File: src/rtl/mc_controller.sv
// mc_controller: multicycle RV32I control FSM sequencing a shared ALU/memory/register datapath.
// Define MC_PERF_CNT_EN to build the retired-instruction counter (instret); otherwise instret is 0.
module mc_controller #(
  parameter int CNT_W = 32
) (
  input  logic             clk,
  input  logic             rst,
  input  logic [6:0]       op,
  input  logic [2:0]       funct3,
  input  logic             funct7b5,
  input  logic             zero,
  input  logic             mem_ready,
  output logic             mem_req,
  output logic             adr_src,
  output logic             pc_write,
  output logic             ir_write,
  output logic             mem_write,
  output logic             reg_write,
  output logic [1:0]       result_src,
  output logic [1:0]       alu_src_a,
  output logic [1:0]       alu_src_b,
  output logic [1:0]       imm_src,
  output logic [2:0]       alu_control,
  output logic             illegal,
  output logic [CNT_W-1:0] instret
);

  typedef enum logic [3:0] {
    FETCH, DECODE, MEMADR, MEMREAD, MEMWB, MEMWRITE,
    EXECR, EXECI, ALUWB, JAL, BEQ
  } state_t;

  localparam logic [6:0] OP_LW  = 7'b0000011;
  localparam logic [6:0] OP_SW  = 7'b0100011;
  localparam logic [6:0] OP_R   = 7'b0110011;
  localparam logic [6:0] OP_I   = 7'b0010011;
  localparam logic [6:0] OP_JAL = 7'b1101111;
  localparam logic [6:0] OP_BEQ = 7'b1100011;

  state_t     state, next_state;
  logic [1:0] alu_op;
  logic       pc_update, branch;
  logic       mem_req_s, ir_write_s, mem_write_s, reg_write_s, illegal_s;

  always_ff @(posedge clk or negedge rst) begin
    if (!rst) state <= FETCH;
    else      state <= next_state;
  end

  always_comb begin
    next_state  = FETCH;
    mem_req_s   = 1'b0;
    adr_src     = 1'b0;
    ir_write_s  = 1'b0;
    pc_update   = 1'b0;
    branch      = 1'b0;
    mem_write_s = 1'b0;
    reg_write_s = 1'b0;
    illegal_s   = 1'b0;
    result_src  = 2'b00;
    alu_src_a   = 2'b00;
    alu_src_b   = 2'b00;
    alu_op      = 2'b00;
    case (state)
      FETCH: begin
        mem_req_s  = 1'b1;
        alu_src_b  = 2'b10;
        result_src = 2'b10;
        ir_write_s = mem_ready;
        pc_update  = mem_ready;
        next_state = mem_ready ? DECODE : FETCH;
      end
      DECODE: begin
        alu_src_a = 2'b01;
        alu_src_b = 2'b01;
        case (op)
          OP_LW, OP_SW: next_state = MEMADR;
          OP_R:         next_state = EXECR;
          OP_I:         next_state = EXECI;
          OP_JAL:       next_state = JAL;
          OP_BEQ:       next_state = BEQ;
          default:      illegal_s  = 1'b1;
        endcase
      end
      MEMADR: begin
        alu_src_a  = 2'b10;
        alu_src_b  = 2'b01;
        next_state = (op == OP_SW) ? MEMWRITE : MEMREAD;
      end
      MEMREAD: begin
        mem_req_s  = 1'b1;
        adr_src    = 1'b1;
        next_state = mem_ready ? MEMWB : MEMREAD;
      end
      MEMWB: begin
        result_src  = 2'b01;
        reg_write_s = 1'b1;
      end
      MEMWRITE: begin
        mem_req_s   = 1'b1;
        adr_src     = 1'b1;
        mem_write_s = mem_ready;
        next_state  = mem_ready ? FETCH : MEMWRITE;
      end
      EXECR: begin
        alu_src_a  = 2'b10;
        alu_op     = 2'b10;
        next_state = ALUWB;
      end
      EXECI: begin
        alu_src_a  = 2'b10;
        alu_src_b  = 2'b01;
        alu_op     = 2'b10;
        next_state = ALUWB;
      end
      ALUWB: reg_write_s = 1'b1;
      JAL: begin
        alu_src_a  = 2'b01;
        alu_src_b  = 2'b10;
        pc_update  = 1'b1;
        next_state = ALUWB;
      end
      BEQ: begin
        alu_src_a = 2'b10;
        alu_op    = 2'b01;
        branch    = 1'b1;
      end
      default: next_state = FETCH;
    endcase
  end

  // Strobes are forced low while reset is held, even though the state register already reads FETCH.
  assign mem_req   = rst & mem_req_s;
  assign ir_write  = rst & ir_write_s;
  assign pc_write  = rst & (pc_update | (branch & zero));
  assign mem_write = rst & mem_write_s;
  assign reg_write = rst & reg_write_s;
  assign illegal   = rst & illegal_s;

  always_comb begin
    alu_control = 3'b000;
    case (alu_op)
      2'b01: alu_control = 3'b001;
      2'b10: begin
        case (funct3)
          3'b000:  alu_control = (op[5] & funct7b5) ? 3'b001 : 3'b000;
          3'b010:  alu_control = 3'b101;
          3'b110:  alu_control = 3'b011;
          3'b111:  alu_control = 3'b010;
          default: alu_control = 3'b000;
        endcase
      end
      default: alu_control = 3'b000;
    endcase
  end

  always_comb begin
    imm_src = 2'b00;
    case (op)
      OP_SW:   imm_src = 2'b01;
      OP_BEQ:  imm_src = 2'b10;
      OP_JAL:  imm_src = 2'b11;
      default: imm_src = 2'b00;
    endcase
  end

`ifdef MC_PERF_CNT_EN
  logic [CNT_W-1:0] instret_q;
  logic             retire;

  // An instruction retires on the cycle whose successor is a FETCH (illegal ops never reach here).
  assign retire = (state == MEMWB) | (state == ALUWB) | (state == BEQ) |
                  ((state == MEMWRITE) & mem_ready);

  always_ff @(posedge clk or negedge rst) begin
    if (!rst)        instret_q <= '0;
    else if (retire) instret_q <= instret_q + CNT_W'(1);
  end

  assign instret = instret_q;
`else
  assign instret = '0;
`endif

endmodule

File: config.mk
export PLATFORM = sky130hd
export DESIGN_NAME = mc_controller
export DESIGN_NICKNAME = d
export VERILOG_FILES = /design/src/rtl/mc_controller.sv
export SDC_FILE = /design/constraint.sdc
export NUM_CORES = 1
export LEC_CHECK = 0
export BUFFER_PORTS_ARGS = -buffer_cell sky130_fd_sc_hd__buf_2
export CORE_UTILIZATION = 40
export DETAILED_ROUTE_END_ITERATION = 12
export PLACE_DENSITY = 0.9
export SETUP_SLACK_MARGIN = 0.02
export SLEW_MARGIN = 10
export SYNTH_ARGS = -nofsm -noshare
export SYNTH_HDL_FRONTEND = slang
export SYNTH_SLANG_ARGS = --single-unit
File: constraint.sdc
create_clock -name clk -period 1.72 [get_ports clk]
set_clock_uncertainty 0.2 [all_clocks]
set_input_delay 0 -clock clk [delete_from_list [all_inputs] [get_ports clk]]
set_output_delay 0 -clock clk [all_outputs]
set_load 0.1 [all_outputs]
==> qor.yml, run 1 <==
logic_synthesis:
  ys.flop_type: "dfrtp_1"
  ys_seq_area_share_pct: 11.5
  synth_cell_types: 38
  async_flop_share_pct: 100
  avgSynthCellArea_um2: 7.11
  yosys-top-cells-area: "buf_4 28%, dfrtp_1 12%, nand2b_1 4.3%, a21oi_1 3.5%, nand2_1 3.5%"
  synth_most_common_cell: "buf_4"
  ys_ff_latch: 4
  synth_common_cells: "32 x buf_4, 8 x nand2_1, 8 x nor2_1, 6 x a21oi_1, 6 x nand2b_1"
  synth_warnings: 0
  synth_area_um2: 867
  syn_inst: 122
  synth_top_area_cell: "buf_4"
  synth_edf_count: 0
  synth_top_area_share_pct: 27.7
die:
  io_pins: 65
  die_h_um: 48.6
  core_area_um2: 2000
  fp-row-count: 16
  die_area_um2: 2360
  initial_core_util_pct: 43.3
  dieWidth_um: 48.6
global_routing:
  grt_pass1_vias: 1037
  grt_pass1_wl_mm: 5.28
  grtUsageTotal_pct: 29.8
  overflow: 0
  grtUsageMet3_pct: 3.46
  grt_max_degree: 13
  grt_antenna_before_repair: 0
  grt-busiest-layer: "met2"
  globalRouteMet1Util_pct: 29.1
  grt_use_met2_pct: 60.8
timing:
  rsz0062_at_grt: "yes"
  finalMaxSlewViolations: 0
  setup_viol: 16
  fin_crit_sh_pct: 124
  hold_viol: 0
  worst_slack_ps: -418
  max_freq_ghz: 0.468
  min_period_ps: 2140
finish:
  top_regs: "state (4)"
  n_antenna_cell: 0
  top_register: "state"
  area_growth_pct: 119
  largest_register_ffs: 4
  stdcell_area_um2: 1900
  layout-drive-gt1-share_pct: 58.8
  final_net_count: 206
worst_hold_path:
  holdCritPathClass: "in -> reg"
  whs_path_depth: 3
cts:
  clockRootBuffer: "clkbuf_4"
  clk_pin_slew_ps: 50
  htreeDepth: 1
  clock-sinks: 4
  cts_buffers: 3
  clock_latency_ps: 250
  cts_tree: "built"
  cts_buffer_depth: 2
worst_setup_path:
  cp_common_cell: "buf_4"
  cp-start-kind: "register"
  crit_type: "reg -> out"
  slowest_stage: "dfrtp_1"
  worstPathRequired_ps: 1520
  worstPathArrival_ps: 1940
  end_kind: "output pin"
  cp_max_fo: 4
  path_cells: "nor2b_4 -> nand3b_1 -> buf_4 -> ha_4 -> buf_4 -> a31oi_4 -> nor2_4 -> buf_12"
  critPathMaxStageDelay_ps: 440
  r2r_cells: 8
power:
  p_leak_nw: 0.839
  power_density_nw_per_um2: 1150
  peakVddDrop_uv: 1220
routing:
  vias: 1159
  wl_mm: 4.38
  viasPerCell: 5.42
  drc: 0
  wl_per_cell_um: 20.4
  first_pass_iters: 5
  initialDrtViolationCount: 39
  final_antenna_net_count: 0
place:
  place.gp.congestion: 0.815
  dp_hpwl_mm: 2.03
  post_dp_cell_area_um2: 1420
  io_buffers: 32
  dpl_worst_slack_ps: -65.6
run_status:
  failed_checks: "negative setup slack"
  status: "finished with violations"
run:
  drv_cap: 0
==> cells in the final DEF, fill, tap and decap left out, types with 3 or more instances in the layout <==
master         synthesis  layout
a21oi_4                0       3
buf_6                  0      12
buf_2                  5      15
dlygate4sd3_1          0       7
nor2_4                 0       4
o21ai_0                4       4
nand2b_1               6       4
inv_1                  5       3
nand2_1                8       5
nand3_1                4       3
buf_4                 32      14
nor2_1                 8       3
buf_12                 0      19
conb_1                 1      32
clkbuf_4               0       3
==> metal layers <==
metal / part of all wire (%) / up-vias
li1: - / 486
met1: 33 / 544
met2: 52 / 90
met3: 5.6 / 39
met4: 8.9 / 0
met5: 0 / -
==> critical path: cells and delay by family (launching register included) <==
kind	cells	cell delay, ps
adder cells (fa/ha/maj)	1	160
flip-flops	1	440
AND/OR/NAND/NOR	3	440
AO/OA/AOI/OAI	1	150
buffers and inverters	3	490
==> power breakdown <==
part	internal [W]	switching (W)	leakage, nW	total, W
logic	0.000676	0.00125	0.774	0.00193
registers	0.000110	0.0000248	0.0511	0.000135
clock network	0.0000792	0.0000543	0.0138	0.000133
==> logic make-up (layout without fill, tap and decap cells) <==
family,Yosys count,after routing,synth area share (%)
AOI/OAI and AO/OA,19,19,14.4
xor gates and xnor gates,4,4,4.04
other,1,32,0.432
adders and majority gates,2,2,2.89
muxes,1,1,1.15
DFF,4,4,11.5
buffers and inverters,43,77,33.2
and+or+nand+nor,48,48,32.3
==> worst paths after layout <==
check	startpoint	end	slack, ps
min in group asynchronous	rst	state[0]	670
worst max register to register	state[1]	state[2]	-90
max in group asynchronous	rst	state[2]	430
worst min register to register	state[3]	state[0]	450
worst max-delay path	state[1]	alu_control[0]	-420
worst min-delay path	op[2]	state[2]	0.8
==> cell type report <==
cell class	instances	area, um^2
clock buffers	3	22.5
fillers	52	98.8
inverters	5	21.3
multi-input cells	106	917
flip-flops and latches	4	103
well taps	27	33.8
repair buffers	69	806
==> per-stage QoR <==
stage | TNS (ps) | instances | total power, W | util, % | hold WS [ps]
4_1_cts | -1610 | 204 | 0.00203 | 85.1 | -29.3
2_1_floorplan | -4890 | 153 | 0.00134 | - | -496
6_report | -2830 | 214 | 0.00220 | 95.1 | 0.829
5_1_grt | -3330 | 214 | 0.00224 | 95.1 | 2.56
3_5_place_dp | -65.6 | 189 | 0.00170 | 71.1 | -339
3_3_place_gp | 0 | 189 | 0.00167 | 71.1 | -350
==> timing repair <==
action | 4_1_cts | 5_1_grt
cloned | 0 | 1
endpoints found under the hold margin | 7 | 1
gates resized for setup | 29 | 29
setup buffers | 6 | 11
pin swaps | 10 | 16
hold buffers | 7 | 1
endpoints found under the setup margin | 13 | 18
No activity file was read; power rests on OpenSTA's default activity.
==> inputs of run 2 (changes only) <==
- CORE_ASPECT_RATIO: unset -> 1.5
- CORE_UTILIZATION: 40 -> 43
- PLACE_DENSITY: 0.9 -> 0.95
- clock period: 1.72 -> 2.63 ns (I/O delays scaled with it)
==> run 2 against run 1 <==
  * The run now ends clean
  * Sequential power shrank 37%
  * Critical path depth down 3
  * Power decreased by 56%
  * Critical path type unchanged
  * Critical endpoint is now alu_control[2]
==> qor.yml, run 2 (synthesized netlist as in run 1, its figures left out) <==
timing:
  hold_viol: 0  # unchanged
  fin_crit_sh_pct: 92.1
  max_freq_ghz: 0.413
  setup_viol: 0  # was 16
  rsz0062_at_grt: "no"  # was yes
  setup_tns_ps: 0  # was -2830 ps
  min_period_ps: 2420
  finalMaxSlewViolations: 0  # unchanged
worst_setup_path:
  end_kind: "output pin"  # unchanged
  worstPathRequired_ps: 2430  # was 1520 ps
  worstPathArrival_ps: 2220  # was 1940 ps
  crit_type: "reg -> out"  # unchanged
  cp-start-kind: "register"  # unchanged
  cp_max_fo: 8  # was 4
finish:
  largest_register_ffs: 4  # unchanged
  stdcell_area_um2: 1100  # was 1900 um^2
  post-route-util_pct: 59.3  # was 95.1%
  layout-drive-gt1-share_pct: 32.9  # was 58.8%
  top_register: "state"  # unchanged
  n_antenna_cell: 0  # unchanged
  area_growth_pct: 26.8  # was 119%
  top_regs: "state (4)"  # unchanged
  final_cell_mix: "32 x conb_1, 32 x buf_2, 10 x dlygate4sd3_1, 8 x nor2_1, 8 x nand2_1"  # was 32 x conb_1, 19 x buf_12, 15 x buf_2, 14 x buf_4, 12 x buf_6
  final_net_count: 183  # was 206
  fin_cells: 185  # was 214
  nFillCells: 182  # was 52
cts:
  cts_tree: "built"  # unchanged
  htreeDepth: 1  # unchanged
  cts_resized: 0  # was 29
  clock-sinks: 4  # unchanged
  clock_latency_ps: 260  # was 250 ps
  post_cts_buffers: 0  # was 6
  clockRootBuffer: "clkbuf_4"  # unchanged
  cts_buffer_depth: 2  # unchanged
  hold_buffers: 10  # was 7
  clk_pin_slew_ps: 50  # about the same
  cts_buffers: 3  # unchanged
routing:
  initialDrtViolationCount: 16  # was 39
  wl_mm: 2.14  # was 4.38 mm
  final_antenna_net_count: 0  # unchanged
  drc: 0  # unchanged
  viasPerCell: 4.97  # was 5.42
  wl_per_cell_um: 11.6  # was 20.4 um
  vias: 919  # was 1159
  first_pass_iters: 4  # was 5
power:
  peakVddDrop_uv: 747  # was 1220 uV
  clockPowerShare_pct: 9.0  # was 6.1%
  p_comb_share_pct: 82.1  # was 87.8%
  power_density_nw_per_um2: 878  # was 1150 nW/um^2
  p_leak_nw: 0.587  # was 0.839 nW
  pwr-share-seq_pct: 8.8  # was 6.1%
  p_sw_w: 0.000710  # was 0.00133 W
  switching_share_pct: 73.5  # was 60.6%
  finalPower_w: 0.000966  # was 0.00220 W
  p_int_w: 0.000256  # was 0.000865 W
place:
  io_buffers: 32  # unchanged
  dp.cells: 172  # was 189
  place.gp.congestion: 0.877  # was 0.815
  dp_hpwl_mm: 1.54  # was 2.03 mm
  post_dp_cell_area_um2: 977  # was 1420 um^2
die:
  io_pins: 65  # unchanged
  initial_core_util_pct: 46.8  # was 43.3%
  die_h_um: 57.0  # was 48.6 um
  die_area_um2: 2200  # was 2360 um^2
  core_area_um2: 1850  # was 2000 um^2
  fp-row-count: 19  # was 16
  dieWidth_um: 38.7  # was 48.6 um
run_status:
  status: "finished clean"  # was finished with violations
worst_hold_path:
  holdCritPathClass: "in -> reg"  # unchanged
run:
  drv_cap: 0  # unchanged
global_routing:
  grt_pass1_wl_mm: 3.27  # was 5.28 mm
  grtUsageTotal_pct: 21.4  # was 29.8%
  grt_pass1_vias: 744  # was 1037
  grt_max_degree: 17  # was 13
  overflow: 0  # unchanged
  grt_antenna_before_repair: 0  # unchanged
run 2: cell types whose count changed in the layout (fill, tap and decap cells not counted), sizes merged:
cell,delta
buf,-25
dlygate4sd3,+3
clkbuf,-1
run 2: stage by stage:
stage	hold WS (ps)	worst slack (ps)
6_report	18.5	208
5_1_grt	82.7	101
4_1_cts	13.1	206
3_5_place_dp	-349	496
3_3_place_gp	-345	567
2_1_floorplan	-496	-460
run 2: worst max-delay path: stages, from the launching register on:
cell and delay [ps]:
dfrtp_1 500, inv_1 130, or2_2 340, ha_1 310, nor4_2 220, buf_2 460
run 2: layout make-up:
type                       count  area, um^2  area share (%)
clock buffer                   3        22.5            2.05
inverter                       5        18.8            1.71
multi-input combinational    106         642            58.4
sequential                     4         100            9.10
tap                           21        26.3            2.39
timing repair buffer          46         290            26.4
run 2: power by group through the flow:
stage | registers (W) | logic, W | clock network, W
6_report | 0.0000853 | 0.000794 | 0.0000872
3_3_place_gp | 0.0000850 | 0.000776 | 0
2_1_floorplan | 0.0000822 | 0.000730 | 0
3_5_place_dp | 0.0000861 | 0.000781 | 0
5_1_grt | 0.0000879 | 0.000822 | 0.0000942
4_1_cts | 0.0000852 | 0.000792 | 0.0000895
run 2: metal layers:
metal	track usage [%]	wire length (um)	vias up
li1	-	-	441
met1	24.0	785	411
met2	34.3	1120	60
met3	4.28	156	7
met4	14.8	73	0
met5	0	0	-
run 2: path summary, 6_finish.rpt:
check                                  to  depth (start not counted)  slack [ps]  startpoint
setup / recovery           alu_control[2]                          5         210    state[1]
setup reg to reg                 state[2]                          6         420    state[1]
hold / removal                   state[1]                          4          20       op[6]
max in group asynchronous        state[2]                          3        1450         rst
hold reg to reg                  state[0]                          2         480    state[3]
min in group asynchronous        state[3]                          3         570         rst
